===== src/rtl/vram_arbiter.sv =====
// Arbitrates one single-port VRAM between 4x-scaled scanout fetches and a CPU port
// whose writes are posted into a FIFO and retired during blanking.
module vram_arbiter #(
   parameter int unsigned H_ACTIVE            = 640,
   parameter int unsigned V_ACTIVE            = 480,
   parameter int unsigned FB_WIDTH            = 160,
   parameter int unsigned ADDR_WIDTH          = 15,
   parameter int unsigned WFIFO_DEPTH         = 16,
   parameter int unsigned WRITE_IN_BLANK_ONLY = 1
) (
   input  logic                  clk,
   input  logic                  reset_n,
   input  logic [9:0]            hpos,
   input  logic [9:0]            vpos,
   input  logic                  cpu_req,
   input  logic                  cpu_we,
   input  logic [ADDR_WIDTH-1:0] cpu_addr,
   input  logic [7:0]            cpu_wdata,
   output logic                  cpu_ack,
   output logic [7:0]            cpu_rdata,
   output logic                  wfifo_full,
   output logic [ADDR_WIDTH-1:0] mem_addr,
   output logic                  mem_we,
   output logic [7:0]            mem_wdata,
   input  logic [7:0]            mem_rdata,
   output logic [7:0]            pix_index,
   output logic                  pix_valid
);

   localparam int unsigned PTR_W = $clog2(WFIFO_DEPTH);
   localparam int unsigned CNT_W = PTR_W + 1;

   logic [ADDR_WIDTH-1:0] r_fifo_addr [WFIFO_DEPTH];
   logic [7:0]            r_fifo_data [WFIFO_DEPTH];
   logic [PTR_W-1:0]      r_wr_ptr;
   logic [PTR_W-1:0]      r_rd_ptr;
   logic [CNT_W-1:0]      r_count;
   logic                  r_ack;
   logic                  r_rd_ack;
   logic [ADDR_WIDTH-1:0] r_last_addr;
   logic                  r_fetch_d1;
   logic                  r_act_d1;
   logic                  r_act_d2;
   logic [7:0]            r_pix;

   logic                  w_active;
   logic                  w_vid_slot;
   logic [ADDR_WIDTH-1:0] w_vaddr;
   logic                  w_fifo_empty;
   logic                  w_full;
   logic                  w_rd_issue;
   logic                  w_retire;
   logic                  w_push;
   logic                  w_issue;

   assign w_active     = (hpos < 10'(H_ACTIVE)) && (vpos < 10'(V_ACTIVE));
   assign w_vid_slot   = reset_n && w_active && (hpos[1:0] == 2'b00);
   assign w_vaddr      = ADDR_WIDTH'(vpos[9:2]) * ADDR_WIDTH'(FB_WIDTH) + ADDR_WIDTH'(hpos[9:2]);
   assign w_fifo_empty = (r_count == '0);
   assign w_full       = (r_count == CNT_W'(WFIFO_DEPTH));

   // Slot priority: video fetch, then CPU read (only with no posted writes), then write retire
   assign w_rd_issue = reset_n && !w_vid_slot && cpu_req && !cpu_we && w_fifo_empty && !r_ack;
   assign w_retire   = reset_n && !w_vid_slot && !w_fifo_empty &&
                       (!w_active || (WRITE_IN_BLANK_ONLY == 0));
   assign w_push     = reset_n && cpu_req && cpu_we && !w_full && !r_ack;
   assign w_issue    = w_vid_slot || w_rd_issue || w_retire;

   always_comb begin
      mem_addr  = r_last_addr;
      mem_we    = 1'b0;
      mem_wdata = '0;
      if (w_vid_slot) begin
         mem_addr = w_vaddr;
      end else if (w_rd_issue) begin
         mem_addr = cpu_addr;
      end else if (w_retire) begin
         mem_addr  = r_fifo_addr[r_rd_ptr];
         mem_we    = 1'b1;
         mem_wdata = r_fifo_data[r_rd_ptr];
      end
   end

   // Posted-write storage; validity is tracked by the pointers and count alone
   always_ff @(posedge clk) begin
      if (w_push) begin
         r_fifo_addr[r_wr_ptr] <= cpu_addr;
         r_fifo_data[r_wr_ptr] <= cpu_wdata;
      end
   end

   always_ff @(posedge clk or negedge reset_n) begin
      if (!reset_n) begin
         r_wr_ptr    <= '0;
         r_rd_ptr    <= '0;
         r_count     <= '0;
         r_ack       <= 1'b0;
         r_rd_ack    <= 1'b0;
         r_last_addr <= '0;
         r_fetch_d1  <= 1'b0;
         r_act_d1    <= 1'b0;
         r_act_d2    <= 1'b0;
         r_pix       <= '0;
      end else begin
         if (w_push) begin
            r_wr_ptr <= r_wr_ptr + PTR_W'(1);
         end
         if (w_retire) begin
            r_rd_ptr <= r_rd_ptr + PTR_W'(1);
         end
         if (w_push && !w_retire) begin
            r_count <= r_count + CNT_W'(1);
         end else if (w_retire && !w_push) begin
            r_count <= r_count - CNT_W'(1);
         end
         r_ack    <= w_push || w_rd_issue;
         r_rd_ack <= w_rd_issue;
         if (w_issue) begin
            r_last_addr <= mem_addr;
         end
         // RAM data for a fetch lands one cycle later and is captured on the following edge
         r_fetch_d1 <= w_vid_slot;
         if (r_fetch_d1) begin
            r_pix <= mem_rdata;
         end
         r_act_d1 <= w_active;
         r_act_d2 <= r_act_d1;
      end
   end

   assign cpu_ack    = r_ack;
   assign cpu_rdata  = r_rd_ack ? mem_rdata : '0;
   assign wfifo_full = w_full;
   assign pix_index  = r_pix;
   assign pix_valid  = r_act_d2;

endmodule


===== config.mk =====
export PLATFORM = sky130hd
export DESIGN_NAME = vram_arbiter
export DESIGN_NICKNAME = d
export VERILOG_FILES = /design/src/rtl/vram_arbiter.sv
export SDC_FILE = /design/constraint.sdc
export NUM_CORES = 1
export LEC_CHECK = 0
export BUFFER_PORTS_ARGS = -buffer_cell sky130_fd_sc_hd__buf_2
export CAP_MARGIN = 20
export CORE_MARGIN = 1.5
export CORE_UTILIZATION = 30
export CTS_BUF_LIST = sky130_fd_sc_hd__clkbuf_4 sky130_fd_sc_hd__clkbuf_8 sky130_fd_sc_hd__clkbuf_16
export DETAILED_ROUTE_END_ITERATION = 10
export PLACE_DENSITY = 0.54
export SLEW_MARGIN = 15
export SYNTH_ARGS = -nofsm -noshare
export SYNTH_HDL_FRONTEND = slang
export SYNTH_SLANG_ARGS = --single-unit

===== constraint.sdc =====
create_clock -name clk -period 3.5 [get_ports clk]
set_clock_uncertainty 0.15 [all_clocks]
set_input_delay 0.35 -clock clk [delete_from_list [all_inputs] [get_ports clk]]
set_output_delay 0.35 -clock clk [all_outputs]
set_load 0.05 [all_outputs]

After elaboration in Yosys (flattened, before gate mapping)
Memories as Yosys holds them, arrays and structs flattened.
Cells that the tools add are included.
{ "word_totals": {"regBits": 41, "ramBits": 368, "output_inout_bits": 43, "elab_cells": 65, "memories": 2, "latch_bits": 0, "mem_bits_ro": 0, "in_bits": 55} }
{ "mem_list": {"columns": ["memory", "words", "word_bits", "rd", "rd_clocked_by_memory_dff", "write_ports", "line_no", "text"], "rows": [
  ["r_fifo_addr", 16, 15, 1, 0, 1, "33", "logic [ADDR_WIDTH-1:0] r_fifo_addr [WFIFO_DEPTH];"],
  ["r_fifo_data", 16, 8, 1, 0, 1, "34", "logic [7:0] r_fifo_data [WFIFO_DEPTH];"]
]} }
{ "op_classes": {"order_cmp": 2, "bitwise": 0, "div": 0, "n_shift": 0, "n_mux": 14, "multipliers": 1, "eq_ne": 1, "reduce_logical": 30, "n_addsub": 5} }
{ "ops": {"columns": ["op", "n"], "rows": [
  ["$mux W15", 3],
  ["$mux W8", 4],
  ["$logic_and A1 B1 Y1", 16],
  ["$add A15 B8 Y15", 1],
  ["$lt A10 B10 Y1 const B", 1],
  ["$lt A10 B9 Y1 const B", 1],
  ["$mul A8 B3 Y10 const B", 1],
  ["$mux W5", 2],
  ["$add A4 B1 Y4 const B", 2],
  ["$logic_not A1 Y1", 8],
  ["$add A5 B1 Y5 const B", 1],
  ["$eq A5 B5 Y1 const B", 1],
  ["$logic_not A5 Y1", 1],
  ["$mux W1", 5],
  ["$sub A5 B1 Y5 const B", 1],
  ["$logic_or A1 B1 Y1", 3],
  ["$logic_not A2 Y1", 1],
  ["$reduce_bool A2 Y1", 1]
]} }

Longest topological paths before layout
Gate-level depths: netlist (run 1).
{ "depth": {"word_depth": 12, "mapped_depth": 12, "ltp_nobuf": 12} }

Least setup slack after synthesis (run 1)
No wires, ideal clock.
{ "synth_path": {"path_kind": "reg2reg", "from": "register r_count[0]", "to": "memory r_fifo_addr[3][0] (enable)", "path_buffers": 0, "setup_time_ps": 432, "setup_slack_ps": -161, "stages_incl_launch_ff": 7, "arrival_time_ps": 3079, "cell_sequence": "dfrtp_1 -> nor4_1 -> nand2_1 -> inv_1 -> nor3b_2 -> nand2_1 -> nor3_1"} }
{ "synth_via": {"elab_chain_len": 6} }
{ "synth_rtl": {"columns": ["element", "line_no", "text"], "rows": [
  ["from (decl)", "37", "logic [CNT_W-1:0] r_count;"],
  ["from (signal assigned)", "112", "r_count <= r_count + CNT_W'(1);"],
  ["from (signal assigned)", "114", "r_count <= r_count - CNT_W'(1);"],
  ["$eq A5 B5 Y1", "60", "assign w_full = (r_count == CNT_W'(WFIFO_DEPTH));"],
  ["named net wfifo_full", "21", "output logic wfifo_full,"],
  ["$logic_not A1 Y1", "66", "assign w_push = reset_n && cpu_req && cpu_we && !w_full && !r_ack;"],
  ["$logic_and A1 B1 Y1 (2 in a row)", "66", null],
  ["named net w_push", "53", "logic w_push;"],
  ["$mux W1", "86", "if (w_push) begin"],
  ["$mux W1 (implied by the code)", "87", "r_fifo_addr[r_wr_ptr] <= cpu_addr;"],
  ["to (decl)", "33", null]
]} }
The timed path passes the listed nets, and every way through them passes these cells.

Worst setup path in the final report (run 1)
{ "layout_path": {"from": "register r_count[1]", "to": "output port mem_addr[3]"} }
{ "layout_via": {"elab_chain_len": 7, "word_cells_on_any_way": 9, "classes_between": "mux: 3; reduce/logical: 6"} }
{ "layout_rtl": {"columns": ["element", "line_no", "text"], "rows": [
  ["$logic_not A5 Y1 *", "59", "assign w_fifo_empty = (r_count == '0);"],
  ["$logic_not A1 Y1", "64", "assign w_retire = reset_n && !w_vid_slot && !w_fifo_empty &&"],
  ["$logic_and A1 B1 Y1 (2 in a row)", "64", null],
  ["$mux W15", "77", "end else if (w_retire) begin"],
  ["$mux W15 *", "75", "end else if (w_rd_issue) begin"],
  ["$mux W15 *", "73", "if (w_vid_slot) begin"],
  ["to (decl)", "22", "output logic [ADDR_WIDTH-1:0] mem_addr,"]
]} }
Mark *: on every way between the ends. The rest lies on a longest branch, timed or not.

==> results of run 1 <==
[layer usage]
| metal | vias up | GRT usage (%) | routed length (µm) |
|---|---|---|---|
| met3 | 66 | 2.62 | 1980 |
| met5 | - | 0 | 31 |
| met2 | 221 | 24.3 | 20400 |
| met4 | 4 | 5.10 | 958 |
| li1 | 4056 | - | - |
| met1 | 4825 | 19.5 | 18200 |
[how the worst min path moves through the flow]
stage	from	end	slack, ps	cells past startpoint
final	cpu_wdata[5]	r_fifo_data[12][5]$_DFFE_PP_	20	1
after global routing	cpu_wdata[5]	r_fifo_data[12][5]$_DFFE_PP_	20	1
after CTS	reset_n	pix_index[7]$_DFFE_PN0P_	-490	1
after detailed placement	reset_n	pix_index[7]$_DFFE_PN0P_	120	1
after global placement	reset_n	pix_index[7]$_DFFE_PN0P_	110	1
after floorplan	reset_n	cpu_ack$_DFF_PN0_	-100	0
[synth_stat cells, drive strengths merged, types with 2 or more instances]
cell type / instances
nand2: 17
o211a: 2
fa: 3
clkbuf: 21
xnor2: 15
or4: 2
dfrtp: 41
o211ai: 2
xor2: 5
and2: 16
and3: 4
mux2: 9
o21a: 2
nand2b: 5
a211o: 3
inv: 16
a311oi: 2
nor2b: 3
nand3: 6
nand3b: 2
a31oi: 17
mux4: 85
a21o: 3
mux2i: 43
o221a: 3
a22oi: 10
o21bai: 7
nor3: 4
buf: 28
ha: 24
nor3b: 2
nor2: 54
a21oi: 22
edfxtp: 368
a221oi: 17
o21ai: 11
a211oi: 9
nand4: 3
[cell usage in the layout, fill, tap and decap left out, types with 17 or more instances in the layout]
master / Yosys / routed
buf_12: 0 / 18
nor2_4: 0 / 17
a221oi_1: 17 / 17
mux2i_1: 43 / 42
buf_2: 15 / 80
dlygate4sd3_1: 0 / 24
clkbuf_16: 0 / 45
mux4_2: 85 / 85
edfxtp_1: 368 / 368
nand2_1: 17 / 17
nor2_1: 54 / 29
dfrtp_1: 41 / 38
ha_1: 24 / 24
buf_4: 5 / 73
[worst max-delay path: stages (launching register included)]
cell	delay (ps)
dfrtp_1	380
or4_4	540
or4_4	560
buf_12	180
buf_12	150
a211oi_4	240
a21oi_2	50
a31oi_1	170
buf_4	230
[final cells by class]
cell class	count	area share, %
multi-input combinational	420	22.6
inverter	16	0.285
antenna	2	0.0237
clock inverter	25	0.902
tap	748	4.44
clock buffer	58	5.89
sequential	409	57.3
timing repair buffer	213	8.60
[stage by stage]
step / hold WS (ps) / util (%)
after floorplan: -95.6 / -
after global placement: 105 / 33.9
after detailed placement: 115 / 33.9
after CTS: -494 / 37.9
after global routing: 19.6 / 38.2
final: 24.0 / 38.2
[registers in the layout, indices dropped and copies added (netlist names)]
name         flops
cpu_ack          1
pix_index        8
pix_valid        1
r_act_d1         1
r_count          5
r_fetch_d1       1
r_fifo_addr    240
r_fifo_data    128
r_last_addr     15
r_rd_ack         1
r_rd_ptr         4
r_wr_ptr         4
[repair_timing]
action                                  in CTS  in global routing
gates cloned                                 4                  0
hold endpoints to repair                   167                  9
resized for setup                           62                 30
pin swaps                                    8                 10
setup buffers                               27                  3
hold buffers                                24                  1
endpoints found under the setup margin      17                 18
[power by group through the flow]
| stage | registers (mW) | clock network, mW | logic, mW |
|---|---|---|---|
| 2_1_floorplan | 5.89 | 0 | 3.43 |
| 3_3_place_gp | 5.94 | 0 | 4.80 |
| 3_5_place_dp | 5.94 | 0 | 4.83 |
| 4_1_cts | 5.81 | 4.63 | 5.33 |
| 5_1_grt | 5.84 | 4.82 | 5.74 |
| 6_report | 5.82 | 4.53 | 5.36 |
[cell families after synthesis]
family	after synthesis
AOI/OAI and AO/OA	116
xor gates and xnor gates	20
adders and majority gates	27
buffers and inverters	65
DFF	409
muxes	137
and+or+nand+nor	120
==> flow_summary.rst, run 1 <==
.. list-table::
   :header-rows: 1

   * - Metric
     - Value
   * - Area of the multi-input gates
     - 0.00476 mm²
   * - Setup-violating endpoint count in the final report
     - 3
   * - Part of the power in registers
     - a little under two fifths
   * - Global-route congestion overflow total
     - 0
   * - Warnings from Yosys
     - 0
   * - Power per cell area
     - between 700 and 800 mW/mm²
   * - Final Non-Filler Cells
     - 1891
   * - Initial DRT Pass Iterations
     - 5
   * - Clk slew on worst S/H paths
     - 60 ps
   * - Post-synthesis cell type with the largest combined area
     - edfxtp_1
   * - F_max
     - 280 MHz
   * - Worst IR Drop VDD
     - 345 µV
   * - Headroom to the max-slew limit
     - 52.4%
   * - Count of max-cap constraint violations
     - 0
   * - Hpwl dp
     - about 25 mm
   * - Clock tree from TritonCTS
     - yes
   * - Net switching power figure
     - 5.03 mW
   * - Mapped cell area
     - roughly 0.017 mm²
   * - Avg Synthesized Cell Area
     - 18.8 µm²
   * - Clk Latency, worst-skew pair
     - 570 ps
   * - Total clock buffers created by CTS
     - 45
   * - Top-level port count
     - 98
   * - Nets in the synthesized netlist
     - just under 1000
   * - Minimum setup slack in the final design
     - -74.3 ps
   * - Number of filler cells placed in the layout
     - slightly above 5000
   * - Transition time at the pin with the least slew margin
     - 712 ps
   * - Area growth, synth to finish
     - 25.5%
   * - Worst setup SP type
     - register
   * - Switching part of the total power
     - about 32%
   * - Post-route setup TNS
     - -88.1 ps
   * - # nets final
     - 1187
   * - Master cell of the clock root buffer
     - clkbuf_16
   * - Dominant combinational cell family by area after synthesis
     - multiplexers
   * - Floorplan die area
     - around 0.057 mm²
   * - Share of async-settable or async-resettable flops after synthesis
     - 10.0%
   * - Register bit total from synthesis
     - 409
   * - Final antenna-violating net count
     - 0
   * - EDFF count, synth
     - 368
   * - Global-route wire length before repair
     - between 60 and 70 mm
   * - Final Slew Violations
     - 0
   * - End of the critical path
     - mem_addr[3]
   * - Crit Reg-Reg Startpoint
     - r_count[1]$_DFFE_PN0P_
   * - Maximum number of pins on one net before global-route repair
     - 50
   * - Failing checks
     - setup timing
   * - Number of distinct library cell variants in the gate-level netlist after synthesis
     - 54
   * - Global routing usage summed across all routing layers
     - 14.7%
   * - End of the worst register-to-register path
     - r_last_addr[1]$_DFFE_PN0P_
   * - Die height
     - 240 µm
   * - Share of synthesized area spent on multiplexers
     - 14.6%
   * - Die Width
     - ~240 µm
   * - Total count of hold-check failures in the final report
     - 0
   * - Setup repair after global routing missed its margin
     - true
   * - Logic gate share of total power
     - about a third
   * - WL per Instance
     - 22.0 µm
   * - Ys flop type
     - edfxtp_1
   * - Setup slack after placement
     - 55.1 ps
   * - Hold Crit Class
     - input pin to register
   * - Reg-to-reg slack, setup
     - 150 ps
   * - Core Area
     - 0.0552 mm²
   * - Cell area after placement
     - 0.0187 mm²
   * - Area fraction of the dominant cell type after synthesis
     - 65.7%
   * - Launch point of the worst path
     - r_count[1]$_DFFE_PN0P_
   * - Worst EP required
     - around 3000 ps
   * - Worst path arrival time
     - approximately 3100 ps
   * - Initial drt markers
     - 718
   * - Detailed-route DRC error count
     - 0
   * - Effective utilization at floorplan
     - 30.5%
   * - Post-synthesis compound-gate area fraction
     - slightly above 5%
   * - Total wire length after detailed routing
     - 41.6 mm
   * - Adder and majority cell fraction of the synthesized area
     - roughly 2.1%
   * - Number of buffers between clock root and the deepest sink
     - 3
   * - Synth area leaders
     - edfxtp_1 66%, mux4_2 11%, dfrtp_1 6.1%
   * - Mean number of vias per cell
     - 4.85
   * - Number of placement rows
     - 86
   * - Synthesized-area fraction occupied by xor and xnor cells
     - 1.04%
   * - Sequential cell area
     - 0.0121 mm²
   * - Final critical-path share of the clock period
     - 102%
   * - Synth Area in Simple Gates
     - roughly 3.4%
   * - Count of H-tree levels built during CTS
     - 2
   * - Sequential area share after synthesis
     - 71.8%
   * - Count of cells along the worst register-to-register path
     - 15
   * - Crit-path max FO
     - 7
   * - Post-Place Cells
     - roughly 1800
   * - Type of the worst setup path
     - register to primary output
   * - Post-layout power
     - 15.7 mW
   * - Clock share of power
     - 28.8%
   * - Placer Congestion
     - between 0.7 and 0.8
   * - Number of I/O port buffers
     - 95
   * - Critical Path Sink Type
     - primary output
   * - Synthesized instance count
     - 894
   * - Post-route cell area
     - between 0.02 and 0.025 mm²
   * - Run status
     - finished, violations left
   * - Shortest period the worst path allows
     - 3570 ps
   * - Cell leakage power
     - 7.30 nW
   * - Internal power component
     - between 10 and 15 mW
   * - Clk sinks
     - 409
   * - Fraction of layout cells with a size suffix above 1
     - between 30% and 40%
   * - Total via count after detailed routing
     - 9172
   * - Number of antenna violations at the first check in global routing
     - 5
   * - Vias in the first global route
     - 9399
Note: power is estimated with default switching activity, not from simulation.
==> inputs of run 2 (changes only) <==
RECOVER_POWER = 100   (was not set)
SKIP_LAST_GASP = 1   (was not set)
==> flow_summary.rst, run 2 (same netlist as run 1, synthesis figures left out) <==
.. list-table::
   :header-rows: 1

   * - Metric
     - Value
   * - Number of antenna violations at the first check in global routing
     - 4 (was 5)
   * - Worst stage delay on the critical path
     - 560 ps (about the same)
   * - Transition time at the pin with the least slew margin
     - 1350 ps (was 712 ps)
   * - Power per cell area
     - 746 mW/mm² (was 745 mW/mm²)
   * - Worst path arrival time
     - 3070 ps (about the same)
   * - Total clock buffers created by CTS
     - 45 (unchanged)
   * - Initial drt markers
     - 682 (was 718)
   * - Effective utilization at floorplan
     - 30.5% (unchanged)
   * - Cell area after placement
     - 0.0187 mm² (unchanged)
   * - Layer carrying the most global-route usage
     - met2 (unchanged)
   * - Hold Crit Class
     - input pin to register (unchanged)
   * - Cell leakage power
     - 7.19 nW (was 7.30 nW)
   * - Largest registers
     - r_fifo_addr (240), r_fifo_data (128), r_last_addr (15) (unchanged)
   * - Clk Latency, worst-skew pair
     - 570 ps (about the same)
   * - Commonest cells after routing, fill and taps aside
     - 368 x edfxtp_1, 85 x mux4_2, 77 x buf_4 (was 368 x edfxtp_1, 85 x mux4_2, 80 x buf_2)
   * - Floorplan die area
     - 0.0575 mm² (unchanged)
   * - Run status
     - finished, violations left (unchanged)
   * - Maximum number of pins on one net before global-route repair
     - 50 (unchanged)
   * - Hpwl dp
     - 25.0 mm (unchanged)
   * - Master cell of the clock root buffer
     - clkbuf_16 (unchanged)
   * - Placer Congestion
     - 0.722 (unchanged)
   * - WL per Instance
     - 22.0 µm (about the same)
   * - F_max
     - 280 MHz (about the same)
   * - Worst setup SP type
     - register (unchanged)
   * - Number of placement rows
     - 86 (unchanged)
   * - Final critical-path share of the clock period
     - 102% (about the same)
   * - Commonest non-fill, non-tap cell in the layout
     - edfxtp_1 (unchanged)
   * - Met2 Track Usage GR
     - 24.3% (about the same)
   * - Area growth, synth to finish
     - 25.1% (was 25.5%)
   * - Post-Place Cells
     - 1751 (unchanged)
   * - Setup repair after global routing missed its margin
     - true (unchanged)
   * - Setup-violating endpoint count in the final report
     - 3 (unchanged)
   * - Worst IR Drop VDD
     - 343 µV (was 345 µV)
   * - Count of max-cap constraint violations
     - 0 (unchanged)
   * - Crit-path slowest cell
     - or4_4 (unchanged)
   * - Number of flip-flops in the largest register
     - 240 (unchanged)
   * - Clk sinks
     - 409 (unchanged)
   * - Die height
     - 240 µm (unchanged)
   * - Total count of hold-check failures in the final report
     - 0 (unchanged)
   * - Final Non-Filler Cells
     - 1891 (unchanged)
   * - Mean number of vias per cell
     - 4.84 (was 4.85)
   * - Die Width
     - 240 µm (unchanged)
   * - Number of I/O port buffers
     - 95 (unchanged)
   * - Global routing met1 resource utilization
     - 19.4% (was 19.5%)
   * - Final Slew Violations
     - 0 (unchanged)
   * - Number of buffers between clock root and the deepest sink
     - 3 (unchanged)
   * - Crit-path max FO
     - 7 (unchanged)
   * - Detailed-route DRC error count
     - 0 (unchanged)
   * - Final antenna-violating net count
     - 0 (unchanged)
   * - Fraction of layout cells with a size suffix above 1
     - 34.2% (was 37.1%)
   * - Global-route congestion overflow total
     - 0 (unchanged)
   * - Initial DRT Pass Iterations
     - 4 (was 5)
   * - Minimum setup slack in the final design
     - -74.0 ps (was -74.3 ps)
   * - Worst-path cell chain
     - or4_4 > or4_4 > buf_12 > buf_12 > a211oi_4 > a21oi_2 > a31oi_1 > buf_4 (unchanged)
   * - Headroom to the max-slew limit
     - 9.78% (was 52.4%)
   * - Global routing usage on met3
     - 2.62% (unchanged)
   * - Register with the most flip-flops
     - r_fifo_addr (unchanged)
   * - Combined buffer and inverter count along the critical path
     - 3 (unchanged)
   * - Global routing usage summed across all routing layers
     - 14.7% (about the same)
   * - Clk slew on worst S/H paths
     - 60 ps (about the same)
   * - Core Area
     - 0.0552 mm² (unchanged)
   * - Vias in the first global route
     - 9384 (was 9399)
   * - Failing checks
     - setup timing (unchanged)
   * - Post-route cell area
     - 0.0210 mm² (was 0.0211 mm²)
   * - Shortest period the worst path allows
     - 3570 ps (about the same)
   * - Worst EP required
     - 3000 ps (about the same)
   * - # nets final
     - 1187 (unchanged)
   * - Critical Path Sink Type
     - primary output (unchanged)
   * - Family with the most delay on the worst path
     - simple AND/OR/NAND/NOR gates (unchanged)
   * - Count of H-tree levels built during CTS
     - 2 (unchanged)
   * - Top-level port count
     - 98 (unchanged)
   * - Total wire length after detailed routing
     - 41.6 mm (about the same)
   * - Post-layout power
     - 15.7 mW (about the same)
   * - Worst slack on hold paths
     - 40.4 ps (was 24.0 ps)
   * - Total via count after detailed routing
     - 9151 (was 9172)
   * - Global-route wire length before repair
     - 61.6 mm (was 61.7 mm)
   * - Type of the worst setup path
     - register to primary output (unchanged)
   * - Clock tree from TritonCTS
     - yes (unchanged)
## run 2: cell types whose count changed in the layout (fill, tap and decap cells not counted)
| cell | delta |
|---|---|
| a211oi_2 | -1 |
| a211oi_4 | +1 |
| a21oi_1 | -1 |
| a21oi_2 | +1 |
| buf_12 | -1 |
| buf_2 | -33 |
| buf_4 | +4 |
| buf_6 | -5 |
| clkbuf_1 | +34 |
| clkbuf_4 | +1 |
## run 2: final cells by class
cell class / count / area, µm²
Tap cell: 748 / 936
Inverter: 16 / 60.1
Multi-Input combinational cell: 420 / 4770
Timing Repair Buffer: 213 / 1740
Clock buffer: 58 / 1240
Antenna cell: 2 / 5.00
Clock inverter: 25 / 190
Sequential cell: 409 / 12100
Fill cell: 5040 / 34200
## run 2: timing repair
action,in CTS,in global routing
endpoints found under the setup margin,17,18
gates resized for setup,56,33
endpoints found under the hold margin,167,9
hold buffers,24,1
pin swaps,8,10
cloned,4,0
setup buffers,27,3
## run 2: per-layer routing
| layer | up-vias | wire [µm] | part of all wire, % |
|---|---|---|---|
| met4 | 4 | 984 | 2.4 |
| met3 | 66 | 2110 | 5.1 |
| met2 | 228 | 20300 | 49 |
| met5 | - | 31 | 0.075 |
| li1 | 4057 | - | - |
| met1 | 4796 | 18200 | 44 |
## run 2: worst reg2reg max path: stages, from the launching register on
cell and delay, ps:
dfrtp_1 380, or4_4 540, or4_4 560, buf_12 180
a211oi_4 240, a21oi_2 50, buf_4 140, buf_4 120
buf_4 120, buf_4 120, buf_4 120, buf_4 120
buf_4 120, buf_4 120, buf_4 110, a31oi_1 140
## run 2: per-stage QoR
step / utilization, % / TNS, ps / setup slack [ps]
floorplan: - / 0 / 127
global placement: 33.9 / 0 / 55.2
detailed placement: 33.9 / 0 / 55.1
CTS: 37.9 / -947 / -101
global route: 38.1 / -753 / -147
finish: 38.1 / -91.8 / -74.0
## run 2: power by group
part | internal, mW | total (mW) | leakage [nW] | switching (mW)
Sequential | 5.62 | 5.82 | 3.79 | 0.204
Clock | 2.66 | 4.53 | 0.717 | 1.87
Combinational | 2.38 | 5.33 | 2.68 | 2.95
## run 2: worst paths after layout
path | start | end | slack (ps) | cells past startpoint
min | cpu_addr[3] | r_fifo_addr[11][3]$_DFFE_PP_ | 40 | 1
min reg2reg | r_act_d1$_DFF_PN0_ | pix_valid$_DFF_PN0_ | 200 | 0
max in group asynchronous | reset_n | r_rd_ptr[0]$_DFFE_PN0N_ | 660 | 5
max | r_count[1]$_DFFE_PN0P_ | mem_addr[3] | -70 | 8
min in group asynchronous | reset_n | pix_index[7]$_DFFE_PN0P_ | 70 | 2
max reg2reg | r_count[1]$_DFFE_PN0P_ | r_last_addr[1]$_DFFE_PN0P_ | 100 | 15
==> inputs of run 3 (changes only) <==
PLACE_DENSITY = 0.52   (was 0.54)
clock period = 3.81 ns   (was 3.5 ns; I/O delays follow)
==> flow_summary.rst, run 3 (same netlist as run 1, synthesis figures left out) <==
.. list-table::
   :header-rows: 1

   * - Metric
     - Value
   * - Run status
     - finished, final reports clean (was finished, violations left)
   * - WL per Instance
     - 22.3 µm (was 22.0 µm)
   * - Placer Congestion
     - 0.704 (was 0.722)
   * - Total count of hold-check failures in the final report
     - 0 (unchanged)
   * - Shortest period the worst path allows
     - 3660 ps
   * - Die height
     - 240 µm (unchanged)
   * - Count of max-cap constraint violations
     - 0 (unchanged)
   * - Total wire length after detailed routing
     - 40.9 mm (was 41.6 mm)
   * - Post-Place Cells
     - 1735 (was 1751)
   * - Worst slack on hold paths
     - 20.6 ps (was 40.4 ps)
   * - Total via count after detailed routing
     - 8817 (was 9151)
   * - Count of H-tree levels built during CTS
     - 2 (unchanged)
   * - Initial drt markers
     - 628 (was 682)
   * - Hold Crit Class
     - input pin to register (unchanged)
   * - Largest registers
     - r_fifo_addr (240), r_fifo_data (128), r_last_addr (15) (unchanged)
   * - Number of flip-flops in the largest register
     - 240 (unchanged)
   * - Worst IR Drop VDD
     - 454 µV (was 343 µV)
   * - Wire length on met3
     - 2.03 mm (was 2.11 mm)
   * - Met2 routed WL
     - 19.9 mm (was 20.3 mm)
   * - Effective utilization at floorplan
     - 30.5% (unchanged)
   * - Post-route setup TNS
     - 0 ps (was -91.8 ps)
   * - Worst EP required
     - 3280 ps (was 3000 ps)
   * - Routed metal-1 wire length
     - 18.2 mm (about the same)
   * - Maximum number of pins on one net before global-route repair
     - 61 (was 50)
   * - Area growth, synth to finish
     - 18.7% (was 25.1%)
   * - Final antenna-violating net count
     - 0 (unchanged)
   * - Final Slew Violations
     - 0 (unchanged)
   * - Global routing usage summed across all routing layers
     - 14.4% (was 14.7%)
   * - Clk Latency, worst-skew pair
     - 560 ps (was 570 ps)
   * - Number of placement rows
     - 86 (unchanged)
   * - Crit-path max FO
     - 31 (was 7)
   * - F_max
     - 273 MHz
   * - Top-level port count
     - 98 (unchanged)
   * - Transition time at the pin with the least slew margin
     - 1100 ps (was 1350 ps)
   * - Type of the worst setup path
     - register to primary output (unchanged)
   * - Vias in the first global route
     - 9132 (was 9384)
   * - Register with the most flip-flops
     - r_fifo_addr (unchanged)
   * - Global-route wire length before repair
     - 60.1 mm (was 61.6 mm)
   * - # nets final
     - 1133 (was 1187)
   * - Number of buffers between clock root and the deepest sink
     - 3 (unchanged)
   * - Power per cell area
     - 690 mW/mm² (was 746 mW/mm²)
   * - Core Area
     - 0.0552 mm² (unchanged)
   * - Floorplan die area
     - 0.0575 mm² (unchanged)
   * - Number of antenna violations at the first check in global routing
     - 3 (was 4)
   * - Initial DRT Pass Iterations
     - 6 (was 4)
   * - Setup repair after global routing missed its margin
     - false (was true)
   * - Clk sinks
     - 409 (unchanged)
   * - Top routing layer in use
     - met5 (unchanged)
   * - Critical Path Sink Type
     - primary output (unchanged)
   * - Die Width
     - 240 µm (unchanged)
   * - Global-route congestion overflow total
     - 0 (unchanged)
   * - Detailed-route DRC error count
     - 0 (unchanged)
   * - Commonest non-fill, non-tap cell in the layout
     - edfxtp_1 (unchanged)
   * - Final Non-Filler Cells
     - 1832 (was 1891)
   * - Hpwl dp
     - 24.7 mm (was 25.0 mm)
   * - Clock tree from TritonCTS
     - yes (unchanged)
   * - Fraction of layout cells with a size suffix above 1
     - 26.7% (was 34.2%)
   * - Worst setup SP type
     - register (unchanged)
   * - Setup-violating endpoint count in the final report
     - 0 (was 3)
   * - Number of diodes
     - 0 (was 2)
   * - Number of I/O port buffers
     - 95 (unchanged)
   * - Post-layout power
     - 13.8 mW (was 15.7 mW)
   * - Mean number of vias per cell
     - 4.81 (was 4.84)
   * - Clk slew on worst S/H paths
     - 60 ps (about the same)
   * - Worst path arrival time
     - 3130 ps (was 3070 ps)
   * - Total clock buffers created by CTS
     - 44 (was 45)
   * - Headroom to the max-slew limit
     - 26.3% (was 9.78%)
   * - Commonest cells after routing, fill and taps aside
     - 368 x edfxtp_1, 85 x mux4_2, 50 x clkbuf_1 (was 368 x edfxtp_1, 85 x mux4_2, 77 x buf_4)
   * - Master cell of the clock root buffer
     - clkbuf_16 (unchanged)
   * - Cell leakage power
     - 6.70 nW (was 7.19 nW)
   * - Final critical-path share of the clock period
     - just under 100%
## run 3: power breakdown
| part | internal (mW) | switching, mW | total [mW] |
|---|---|---|---|
| combinational | 1.79 | 2.54 | 4.33 |
| sequential | 5.16 | 0.163 | 5.32 |
| clock | 2.40 | 1.70 | 4.10 |
## run 3: worst paths after layout
| path | start | to | slack [ps] | cells past startpoint |
|---|---|---|---|---|
| worst max-delay path | r_count[0]$_DFFE_PN0P_ | mem_addr[11] | 150 | 7 |
| worst min-delay path | hpos[3] | r_last_addr[1]$_DFFE_PN0P_ | 20 | 3 |
| worst max register to register | r_count[0]$_DFFE_PN0P_ | r_fifo_data[7][3]$_DFFE_PP_ | 630 | 8 |
| worst min register to register | r_act_d1$_DFF_PN0_ | pix_valid$_DFF_PN0_ | 210 | 0 |
| max in group asynchronous | reset_n | r_rd_ptr[0]$_DFFE_PN0N_ | 1820 | 3 |
| min in group asynchronous | reset_n | cpu_ack$_DFF_PN0_ | 160 | 2 |
## run 3: per-layer routing
metal	vias to the layer above	track usage [%]
met5	-	0
met3	52	2.56
met1	4612	19.3
li1	3939	-
met4	6	3.82
met2	208	24.0
## run 3: timing repair
item                       CTS  global route
gates resized for setup      1             7
setup buffers                0             5
setup endpoints to repair    1             8
cloned                       0             0
hold buffers                13             0
hold endpoints to repair    53             0
## run 3: layout make-up
class | count | area, µm²
clock inverter | 19 | 159
sequential | 409 | 12100
tap | 748 | 936
inverter | 16 | 60.1
multi-input combinational | 420 | 4430
clock buffer | 60 | 1230
fill | 5166 | 35300
timing repair buffer | 160 | 1050
## run 3: through the flow
| stage | utilization, % | setup slack (ps) | instance area [µm²] |
|---|---|---|---|
| finish | 36.1 | 150 | 19900 |
| global route | 36.1 | 12.6 | 19900 |
| CTS | 36.5 | 19.6 | 20100 |
| detailed placement | 33.7 | 214 | 18600 |
| global placement | 33.7 | 190 | 18600 |
| floorplan | - | 149 | 16800 |
## run 3: worst max-delay path: stages, from the launching register on
cell	delay, ps
dfrtp_1	450
or4_1	570
or4_1	510
buf_6	220
nor2_1	120
a311oi_1	70
a21oi_1	280
clkbuf_2	340
